File: src/rtl/dotmat_pkg.sv
// rtl/dotmat_pkg.sv - shared defaults, scan state type and row-select helper for the dot matrix driver
package dotmat_pkg;

  localparam int DEF_ROWS      = 16;
  localparam int DEF_COLS      = 16;
  localparam int DEF_SCAN_DIV  = 9375;
  localparam int DEF_BLANK_CYC = 4;
  localparam int DEF_PWM_BITS  = 4;

  // Widest row-select vector the helper can build; callers cast down to ROWS bits.
  localparam int MAX_ROWS = 64;

  typedef enum logic {
    S_BLANK = 1'b0,
    S_ON    = 1'b1
  } scan_state_t;

  // Active-low one-hot row select with row 0 on the MSB of a rows-wide field.
  function automatic logic [MAX_ROWS-1:0] row_onehot_n(input int idx, input int rows);
    logic [MAX_ROWS-1:0] one;
    one = {{(MAX_ROWS-1){1'b0}}, 1'b1};
    return ~(one << (rows - 1 - idx));
  endfunction

endpackage

File: src/rtl/dotmat_frame_buf.sv
// rtl/dotmat_frame_buf.sv - two-bank ROWS x COLS frame store with one write port and one read port
module dotmat_frame_buf
  import dotmat_pkg::*;
#(
  parameter int ROWS = DEF_ROWS,
  parameter int COLS = DEF_COLS
) (
  input  logic                    clk,
  input  logic                    rst,
  input  logic                    wr_en,
  input  logic                    wr_bank,
  input  logic [$clog2(ROWS)-1:0] wr_row,
  input  logic [COLS-1:0]         wr_data,
  input  logic                    rd_bank,
  input  logic [$clog2(ROWS)-1:0] rd_row,
  output logic [COLS-1:0]         rd_data
);

  localparam int RW = $clog2(ROWS);
  localparam logic [RW:0] ROWS_W = (RW + 1)'(ROWS);

  logic [COLS-1:0] mem [2][ROWS];

  // Both banks clear on reset; writes aimed past the last row are dropped.
  always_ff @(posedge clk or posedge rst) begin
    if (rst) begin
      for (int b = 0; b < 2; b++) begin
        for (int r = 0; r < ROWS; r++) begin
          mem[b][r] <= '0;
        end
      end
    end else if (wr_en && ({1'b0, wr_row} < ROWS_W)) begin
      mem[wr_bank][wr_row] <= wr_data;
    end
  end

  assign rd_data = mem[rd_bank][rd_row];

endmodule

File: src/rtl/dot_matrix_scan_ctrl.sv
// rtl/dot_matrix_scan_ctrl.sv - row-scan LED matrix driver with double-buffered frames; DOTMAT_PWM_EN adds brightness PWM
module dot_matrix_scan_ctrl
  import dotmat_pkg::*;
#(
  parameter int ROWS      = DEF_ROWS,
  parameter int COLS      = DEF_COLS,
  parameter int SCAN_DIV  = DEF_SCAN_DIV,
  parameter int BLANK_CYC = DEF_BLANK_CYC,
  parameter int PWM_BITS  = DEF_PWM_BITS
) (
  input  logic                    clk,
  input  logic                    rst,
  input  logic                    wr_valid,
  output logic                    wr_ready,
  input  logic [$clog2(ROWS)-1:0] wr_row,
  input  logic [COLS-1:0]         wr_data,
  input  logic                    swap_req,
  output logic                    swap_done,
  input  logic                    blink_en,
  input  logic                    blink_tick,
`ifdef DOTMAT_PWM_EN
  input  logic [PWM_BITS-1:0]     brightness,
`endif
  output logic                    frame_start,
  output logic [ROWS-1:0]         H,
  output logic [COLS-1:0]         L
);

  localparam int RW = $clog2(ROWS);
  localparam int SW = $clog2(SCAN_DIV);
  localparam logic [SW-1:0] SLOT_LAST = SW'(SCAN_DIV - 1);
  localparam logic [SW-1:0] BLANK_W   = SW'(BLANK_CYC);
  localparam logic [RW-1:0] ROW_LAST  = RW'(ROWS - 1);

  if (ROWS < 2 || ROWS > MAX_ROWS || COLS < 1 || BLANK_CYC < 1 ||
      SCAN_DIV <= BLANK_CYC || PWM_BITS < 1) begin : g_param_check
    $error("dot_matrix_scan_ctrl: illegal parameter set");
  end

  scan_state_t     state;
  logic [SW-1:0]   slot_cnt;
  logic [SW-1:0]   slot_cnt_next;
  logic [RW-1:0]   row;
  logic [RW-1:0]   row_next;
  logic            slot_wrap;
  logic            frame_wrap;
  logic            front;
  logic            swap_pending;
  logic            pending_next;
  logic            take_swap;
  logic            blink_phase;
  logic            blink_dark;
  logic            col_gate;
  logic            wr_fire;
  logic [COLS-1:0] front_row_data;

  // Slot timer and row sequencing for the next edge.
  always_comb begin
    slot_wrap     = (slot_cnt == SLOT_LAST);
    slot_cnt_next = slot_wrap ? '0 : slot_cnt + SW'(1);
    row_next      = row;
    if (slot_wrap) begin
      row_next = (row == ROW_LAST) ? '0 : row + RW'(1);
    end
    frame_wrap = slot_wrap && (row == ROW_LAST);
  end

  // A pending swap is consumed at the last-row wrap; requests while pending are dropped,
  // and a request landing on the boundary itself waits for the following frame.
  always_comb begin
    take_swap    = swap_pending && frame_wrap;
    pending_next = take_swap ? 1'b0 : (swap_pending || swap_req);
  end

  assign wr_fire    = wr_valid && wr_ready;
  assign blink_dark = blink_en && blink_phase;

  dotmat_frame_buf #(
    .ROWS (ROWS),
    .COLS (COLS)
  ) u_frame_buf (
    .clk     (clk),
    .rst     (rst),
    .wr_en   (wr_fire),
    .wr_bank (~front),
    .wr_row  (wr_row),
    .wr_data (wr_data),
    .rd_bank (front),
    .rd_row  (row),
    .rd_data (front_row_data)
  );

`ifdef DOTMAT_PWM_EN
  logic [PWM_BITS-1:0] pwm_cnt;

  // PWM phase advances once per frame so every row of a frame shares the same duty step.
  always_ff @(posedge clk or posedge rst) begin
    if (rst) begin
      pwm_cnt <= '0;
    end else if (frame_wrap) begin
      pwm_cnt <= pwm_cnt + PWM_BITS'(1);
    end
  end

  assign col_gate = (pwm_cnt < brightness);
`else
  assign col_gate = 1'b1;
`endif

  // Scan FSM: blank the columns at the head of each slot, then drive the front-bank row.
  always_ff @(posedge clk or posedge rst) begin
    if (rst) begin
      state       <= S_BLANK;
      slot_cnt    <= '0;
      row         <= '0;
      H           <= '1;
      L           <= '1;
      frame_start <= 1'b0;
    end else begin
      slot_cnt    <= slot_cnt_next;
      row         <= row_next;
      H           <= ROWS'(row_onehot_n(int'(row_next), ROWS));
      frame_start <= frame_wrap;
      case (state)
        S_BLANK: begin
          L <= '1;
          if (slot_cnt_next >= BLANK_W) begin
            state <= S_ON;
          end
        end
        S_ON: begin
          if (slot_wrap) begin
            // Columns go dark on the same edge the row select moves, so no ghosting.
            state <= S_BLANK;
            L     <= '1;
          end else if (blink_dark) begin
            L <= '1;
          end else begin
            L <= ~(front_row_data & {COLS{col_gate}});
          end
        end
        default: begin
          state <= S_BLANK;
          L     <= '1;
        end
      endcase
    end
  end

  // Bank swap handshake and blink phase.
  always_ff @(posedge clk or posedge rst) begin
    if (rst) begin
      front        <= 1'b0;
      swap_pending <= 1'b0;
      wr_ready     <= 1'b1;
      swap_done    <= 1'b0;
      blink_phase  <= 1'b0;
    end else begin
      swap_pending <= pending_next;
      wr_ready     <= !pending_next && !take_swap;
      swap_done    <= take_swap;
      if (take_swap) begin
        front <= ~front;
      end
      blink_phase <= blink_en ? (blink_phase ^ blink_tick) : 1'b0;
    end
  end

endmodule

File: config.mk
export PLATFORM = sky130hd
export DESIGN_NAME = dot_matrix_scan_ctrl
export DESIGN_NICKNAME = d
export VERILOG_FILES = /design/src/rtl/dotmat_pkg.sv /design/src/rtl/dotmat_frame_buf.sv /design/src/rtl/dot_matrix_scan_ctrl.sv
export SDC_FILE = /design/constraint.sdc
export NUM_CORES = 1
export LEC_CHECK = 0
export ABC_AREA = 1
export CAP_MARGIN = 20
export CORE_ASPECT_RATIO = 1.1
export CORE_MARGIN = 2
export CORE_UTILIZATION = 36
export DETAILED_ROUTE_END_ITERATION = 10
export PLACE_DENSITY_LB_ADDON = 0.25
export RECOVER_POWER = 50
export SYNTH_ARGS = -nofsm -noshare
export SYNTH_HDL_FRONTEND = slang
export SYNTH_HIERARCHICAL = 1
export SYNTH_SLANG_ARGS = --single-unit
export TNS_END_PERCENT = 5
File: constraint.sdc
create_clock -name clk -period 22.7 [get_ports clk]
set_input_delay 5.675 -clock clk [delete_from_list [all_inputs] [get_ports clk]]
set_output_delay 5.675 -clock clk [all_outputs]
set_load 0.02 [all_outputs]
==> results of run 1 <==
[worst reg2reg max path: stages (launching register included)]
cell and delay (ns):
sky130_fd_sc_hd__dfrtp_4 0.75, sky130_fd_sc_hd__inv_8 0.65, sky130_fd_sc_hd__buf_4 0.84, sky130_fd_sc_hd__buf_4 0.91, sky130_fd_sc_hd__nand2_1 0.14, sky130_fd_sc_hd__nand3_1 0.10
sky130_fd_sc_hd__nand3_1 0.12, sky130_fd_sc_hd__nand2_1 0.11, sky130_fd_sc_hd__nand2_1 0.08, sky130_fd_sc_hd__nand2_1 0.11, sky130_fd_sc_hd__nand2_1 0.14, sky130_fd_sc_hd__nand2_1 0.10
sky130_fd_sc_hd__nand3_1 0.09
[placed cells by master (no fill, tap or decap), types with 33 or more instances in the layout]
cell type / instances
sky130_fd_sc_hd__inv_1: 58
sky130_fd_sc_hd__clkdlybuf4s50_1: 56
sky130_fd_sc_hd__clkbuf_16: 61
sky130_fd_sc_hd__buf_4: 33
sky130_fd_sc_hd__nand3_1: 439
sky130_fd_sc_hd__nor2_1: 47
sky130_fd_sc_hd__clkbuf_1: 45
sky130_fd_sc_hd__dfrtp_1: 534
sky130_fd_sc_hd__dfstp_2: 33
sky130_fd_sc_hd__o21ai_0: 492
sky130_fd_sc_hd__nand2_1: 1314
[sequential cells by signal, indices dropped and copies added (netlist names)]
register,count
H,16
L,16
blink_phase,1
frame_start,1
front,1
row,4
slot_cnt,14
state,1
swap_done,1
swap_pending,1
u_frame_buf/mem,512
wr_ready,1
[layer usage]
layer,up-vias,GRT usage [%],wire length [um]
li1,10344,-,-
met1,10046,28.0,34000
met2,571,33.3,34500
met3,118,2.93,4080
met4,4,7.16,2420
met5,-,0,23
[where the power goes]
group / internal (mW) / leakage (nW) / total, mW / switching (mW)
logic: 0.0108 / 4.36 / 0.0547 / 0.0439
registers: 1.02 / 7.79 / 1.02 / 0.00291
clock network: 0.581 / 0.949 / 0.977 / 0.396
[how the worst max path moves through the flow]
| stage | startpoint | to | slack, ns | depth (start not counted) |
|---|---|---|---|---|
| detailed placement | rst | u_frame_buf/mem[219] | 13.99 | 4 |
| floorplan | rst | u_frame_buf/mem[0] | 2.73 | 1 |
| CTS | rst | u_frame_buf/mem[451] | 14.65 | 4 |
| global route | rst | u_frame_buf/mem[110] | 10.57 | 5 |
| finish | rst | u_frame_buf/mem[126] | 11.62 | 5 |
| global placement | rst | u_frame_buf/mem[218] | 13.97 | 4 |
[cell families after synthesis]
| family | Yosys count | share of synthesized area [%] |
|---|---|---|
| xor gates and xnor gates | 3 | 0.101 |
| and+or+nand+nor | 1820 | 28.9 |
| adders and majority gates | 3 | 0.145 |
| AOI/OAI and AO/OA | 521 | 10.2 |
| buffers and inverters | 323 | 5.52 |
| DFF | 569 | 55.2 |
[stage by stage]
step / total power [mW] / utilization [%] / setup WS [ns]
2_1_floorplan: 1.07 / - / 2.73
3_3_place_gp: 1.10 / 37.7 / 13.97
3_5_place_dp: 1.10 / 37.9 / 13.99
4_1_cts: 2.08 / 40.6 / 14.65
5_1_grt: 2.13 / 40.6 / 10.57
6_report: 2.06 / 40.6 / 11.62
[final cells by class]
| type | count | share of cell area (%) |
|---|---|---|
| clock buffer | 92 | 6.04 |
| clock inverter | 11 | 0.633 |
| multi-input combinational | 2347 | 34.9 |
| sequential | 569 | 49.2 |
| tap | 945 | 4.07 |
| timing repair buffer | 130 | 4.27 |
| inverter | 66 | 0.905 |
==> summary.md, run 1 <==
At the pin with the least slew margin, the transition time is 4.76 ns. Counting distinct cell types in the post-synthesis netlist gives 29. The routed layout has 21083 vias.

The post-synthesis async set-or-reset flop share is 100%, and the detailed placement HPWL is 41400 um. In the synthesized netlist the dominant register cell turns out to be sky130_fd_sc_hd__dfrtp_1. The floorplan has 103 rows. The worst setup path is launched from a primary input. The post-synthesis average cell area is 7.99 sq um.

Worst hold path stage count: 1. The register area is 14300 sq um. Synthesis handed over a netlist of 3239 instances. STA classifies the critical path endpoint as an asynchronous set/reset pin.

Routability-driven placement finished with a final weighted congestion of 0.775. The run gives 20.5% as the overall global routing resource usage. The multi-input combinational cells in the finished layout cover a total of 10100 sq um. The finished cells cover 29000 sq um. After synthesis, flip-flops and latches occupy 55.2% of the total area.

The share of final-layout standard cells stronger than drive strength 1 is 5.75%. Capture point of the worst reg-to-reg path: L[15]. Dividing total power by cell area gives a power density of 70.8 nW/um^2. The synthesized netlist occupies a cell area of 25900 sq um. For this run the aggregate overflow at the end of global routing stands at 0. Based on the critical path, the design can be clocked at up to 90.2 MHz.

The run gives 11.73 ns as the arrival time at the worst endpoint. The count of TritonRoute iterations in the first routing pass was 6; the total of flip-flops plus latches after synthesis was 569. CTS saw 569 sinks.

The count of buffers added on input and output ports is 60. Yosys attributes the largest share of cell area to sky130_fd_sc_hd__dfrtp_1 52%, sky130_fd_sc_hd__nand2_1 19%, sky130_fd_sc_hd__nand3_1 8.5%, sky130_fd_sc_hd__o21ai_0 8.1%, sky130_fd_sc_hd__dfstp_2 3.3%. Hold is met by 0.410 ns. The post-detailed-route DRC marker count came out at 0. The number of nets in the layout was 3201.

The cell sitting at the root of the clock tree is a sky130_fd_sc_hd__clkbuf_16. The die outline width is 260 um, and the relative slew slack is -219%. The commonest cells after synthesis are 1313 x sky130_fd_sc_hd__nand2_1, 536 x sky130_fd_sc_hd__dfrtp_1, 439 x sky130_fd_sc_hd__nand3_1.

Entering global routing, the biggest net connects 114 pins. The total die area is 74100 sq um, and the internal reg-to-reg setup slack is 18.42 ns. The start-to-end type of the worst setup path is primary input to asynchronous set/reset pin. The die is 285 um tall. The area of placed instances was 27100 sq um. The cell type contributing the most total cell area after synthesis is sky130_fd_sc_hd__dfrtp_1. The tools report the final number of hold-violating endpoints as 0. The portion of the clock cycle consumed by the worst path in the final layout is 48.8%. The startpoint identified for the worst register-to-register timing path is front.

In this run, post-CTS hold repair placed 0 buffers. The largest individual stage delay along the critical path comes from the cell sky130_fd_sc_hd__clkinvlp_2. The number of failing setup endpoints in the final timing report was 0; the peak fanout along the critical path was 100. The clock reaches the later pin of the worst-skew pair after 0.62 ns. The synthesized net count is 3268. Family of cells with the greatest summed delay on the critical path: buffers and inverters. The worst clock skew was 0.0175 ns. The core box area was 71500 sq um; the detailed router's first-iteration violation count was 1612. TritonCTS built the clock tree. The worst-case hold path end point was wr_ready. The number of resized instances in the post-cts repair step was 0; the clock edge transition at the registers on the reported setup and hold paths was 0.06 ns. Pin placement for this block handled 61 I/O pins. Leaving out filler cells and counting taps, the final layout contains 4160. IR analysis of the VDD net gives a maximum drop of 0.0000528 V. Starting utilization of the core area: 36.2%.

The filler cells instantiated in the layout total 7370. The setup TNS was 0 ns; the first-pass GRT wire length was 119000 um. In this run the worst hold path is classified as flip-flop to flip-flop. In this run the static leakage power is 13.1 nW. Summed over all layers, the routed wires come to 75000 um.

The combined buffer and inverter count along the critical path was 5. Traced cell by cell, the critical path runs through dlygate4sd3_1 > clkinvlp_2 > clkbuf_1 > buf_12 > buf_4. Buffers inserted during clock tree synthesis total 58. The count of cells along the worst register-to-register path came out at 12. The average vias per placed instance is 5.07. The cell with the most instances after synthesis was sky130_fd_sc_hd__nand2_1. Max-cap violations in this run came to 20. Dividing the detail-routed wire length by the instance count gives 18.0 um. The checks that failed: capacitance limit, slew limit.

The run finished, with violations left. After synthesis, the largest area contributor takes up 51.8% of total cell area. The tools report the count of pins over their slew limit as 741.

For the initial antenna violation count, the log shows 2. The number of diodes added for antenna fixing was 0; the post-detailed-route count of antenna-violating nets was 0. The worst hold path begins at swap_pending. During synthesis, Yosys emitted a total of 6 warnings. Relative to the synthesized area, the layout overhead comes to 12.1%. The longest clock path from root to sink contains 3 buffers.

For the worst setup path, the data required time is 23.35 ns. Counting flops with a built-in enable in the synthesized netlist gives 0. The largest stage delay on the critical path was 2.63 ns. The final critical delay including setup and external delays is 11.08 ns. The number of global-route vias before repair was 20580.

The H-tree was split into 2 levels. After clock tree synthesis, the setup repair step added 0 buffers. Once placement completed, the tool counted placed cells totaling 4048. Setup repair after global routing left no endpoint under its margin.
Note: power is estimated with default switching activity, not from simulation.
==> run 2: changes to the inputs <==
Clock period 22.7 ns to 10.1 ns, I/O delays scaled along.
==> run 2 against run 1 <==
Against the previous run:
- the flow still finishes with violations (capacitance limit, slew limit)
- clock power up 120%
- combinational power up 120%
- via count down 0.19%
- count of clock-buffer cells in the layout down 10
- sequential power up 130%
- worst setup slack worse by 7.9 ns
- non-clock buffer count down 8
==> summary.md, run 2 (synthesized netlist as in run 1, its figures left out) <==
Global routing finished with a remaining overflow of 0. The run gives 606 as the count of pins over their slew limit. In this run the standard cell core region covers 71500 sq um. The share of power burned in combinational logic came out at 2.6%.

The number of maximum-capacitance violations is 16. The worst setup path is captured at an asynchronous set/reset pin. In this run the critical register-to-register path is launched from row[0]. The worst setup path is launched from a primary input.

Clock skew on the completed layout was measured at 0.0227 ns. The tools report the overall global routing resource usage as 20.5%. Setup repair after global routing left no endpoint under its margin.

Of the cells placed in the final design, the portion with a size suffix greater than 1 is 5.89%. Summed over all cells, the static leakage comes to 13.1 nW. Buffers placed on the I/O ports in this run total 60.

Subtracting the final worst setup slack from the clock period gives 6.36 ns. For the post-detailed-route DRC marker count, the log shows 0. Of the total power, the clock network draws 47.3%. The tools report the worst-case hold path end point as wr_ready. Ranked by flip-flop count, first place goes to u_frame_buf/mem. The switching power total came out at 1.02 mW. The root buffer cell chosen for the clock tree is sky130_fd_sc_hd__clkbuf_16. In this run the vertical extent of the chip is 285 um. In the final routed layout, each cell accounts on average for 17.9 um.

In this run, CTS created clock tree buffers numbering 57. Across all register-to-register paths, the minimum setup slack is 4.03 ns. The checks that failed: capacitance limit, slew limit. The H-tree was split into 2 levels. The portion of the clock cycle consumed by the worst path in the final layout was 62.9%; the post-detailed-route count of antenna-violating nets was 0. The relative contribution of sequential cells to total power was 50.0%; the maximum achievable frequency was 157 MHz. Path class of the lowest-slack min-delay path: flip-flop to flip-flop. In the layout the commonest cells are 1314 x sky130_fd_sc_hd__nand2_1, 534 x sky130_fd_sc_hd__dfrtp_1, 483 x sky130_fd_sc_hd__o21ai_0, 439 x sky130_fd_sc_hd__nand3_1, 60 x sky130_fd_sc_hd__clkbuf_16. Setup slack on the critical path of the routed design comes to 3.74 ns. The relative slew slack was -117%.

The tools report the launching instance or port of the critical path as rst. The signed area change from the synthesized netlist to the final layout was 11.6%; the number of nets in the layout was 3192. Number of resized instances in the post-cts repair step: 0. The worst hold path stage count is 1, and the arrival time at the worst endpoint is 6.94 ns. The number of antenna diodes in the final layout is 0. The worst-case IR drop observed on VDD is 0.0000958 V. At the placement stage, the worst setup path has a slack of 4.79 ns. The number of global-route vias before repair was 20400; the top-level I/O count was 61. The cell-internal power is 3.57 mW, and the detailed router's first-iteration violation count is 1709. Summed over all failing endpoints, the final setup total negative slack is 0 ns. For the worst-skew pair, the clock arrives at the later sink with an insertion delay of 0.62 ns.

The number of clock sinks is 569, and the maximum number of pins on one net before global-route repair is 174. Setup violations remaining at the end of the flow were counted as 0. The floorplan has 103 rows.

The tools report the capture point of the worst reg-to-reg path as L[14]. Worst-case clock buffer depth: 3. At the worst endpoint, the required time is 10.69 ns. The run finished, with violations left. After detailed routing, the total wire length is 74400 um. The final number of hold-violating endpoints came out at 0. Clock edge transition at the registers on the reported setup and hold paths: 0.07 ns.

The beginning of the worst hold path was swap_pending. The largest registers in the layout are u_frame_buf/mem x512, H x16, L x16. At the end of routability-driven placement, the weighted congestion stood at 0.788. The switching part of the total is 22.3%, and the first-pass GRT wire length is 119000 um.

The first detailed-routing pass took 5 iterations. Buffers inserted to repair hold after CTS numbered 0. Of all nets on the critical path, the largest fanout is 75. TritonCTS built the clock tree. The wire-length estimate of the detail-placed layout is 41200 um.

The initial utilization of the core area, before any placement, comes to 36.2%. The number of flip-flops in the largest register was 512; the count of cells along the worst register-to-register path was 10. The initial antenna violation count was 2; the cell area power density was 159 nW/um^2. The most common cell after layout, fill and taps aside was sky130_fd_sc_hd__nand2_1. The layout has 7388 filler cells.

The die is 260 um wide. Total die area: 74100 sq um. Once the clock tree was built, the setup fixing pass inserted 0 buffers. The average vias per placed instance is 5.07.

The start-to-end type of the worst setup path was primary input to asynchronous set/reset pin. Detailed routing inserted a total of 21043 vias. At the pin with the least slew margin, the transition time is 3.25 ns.
==> run 2: worst max-delay path by stage <==
stage | to | slack [ns] | cells past startpoint
after floorplan | u_frame_buf/mem[0] | 0.62 | 1
after global placement | u_frame_buf/mem[208] | 4.77 | 4
after detailed placement | u_frame_buf/mem[208] | 4.79 | 4
after CTS | u_frame_buf/mem[469] | 5.45 | 4
after global routing | u_frame_buf/mem[188] | 2.98 | 4
final | u_frame_buf/mem[188] | 3.74 | 4
==> run 2: through the flow <==
| step | total power [mW] | hold WS [ns] | util, % | instance area (sq um) | std cells |
|---|---|---|---|---|---|
| 2_1_floorplan | 2.41 | 0.378 | - | 25900 | 3239 |
| 3_3_place_gp | 2.47 | 0.388 | 37.6 | 26900 | 4033 |
| 3_5_place_dp | 2.47 | 0.388 | 37.6 | 26900 | 4034 |
| 4_1_cts | 4.65 | 0.397 | 40.3 | 28800 | 4139 |
| 5_1_grt | 4.76 | 0.413 | 40.4 | 28900 | 4154 |
| 6_report | 4.60 | 0.395 | 40.4 | 28900 | 4154 |
==> run 2: layer usage <==
metal | up-vias | track usage, % | part of all wire (%)
met5 | - | 0 | 0.022
met4 | 2 | 5.95 | 2.7
met3 | 111 | 2.56 | 5.1
met2 | 517 | 33.2 | 46
met1 | 10081 | 28.8 | 46
li1 | 10332 | - | -
==> run 2: power by group through the flow <==
stage | clock network (mW) | logic, mW | registers, mW
3_5_place_dp | 0 | 0.128 | 2.34
5_1_grt | 2.32 | 0.138 | 2.30
3_3_place_gp | 0 | 0.128 | 2.34
6_report | 2.18 | 0.122 | 2.30
2_1_floorplan | 0 | 0.0692 | 2.34
4_1_cts | 2.23 | 0.128 | 2.30
==> run 2: area by class of cell <==
type                    instances  area [sq um]  share of cell area, %
clock buffers                  82          1710                   5.93
flip-flops and latches        569         14300                   49.4
repair buffers                122          1110                   3.86
inverters                      66           263                  0.909
multi-input cells            2347         10100                   35.0
clock inverters                23           220                  0.762
well taps                     945          1180                   4.09
==> run 2: worst max-delay path, cell delays in order <==
cell and delay [ns]:
sky130_fd_sc_hd__dlygate4sd3_1 0.58, sky130_fd_sc_hd__clkinvlp_2 0.94, sky130_fd_sc_hd__clkbuf_1 1.78, sky130_fd_sc_hd__buf_4 0.98
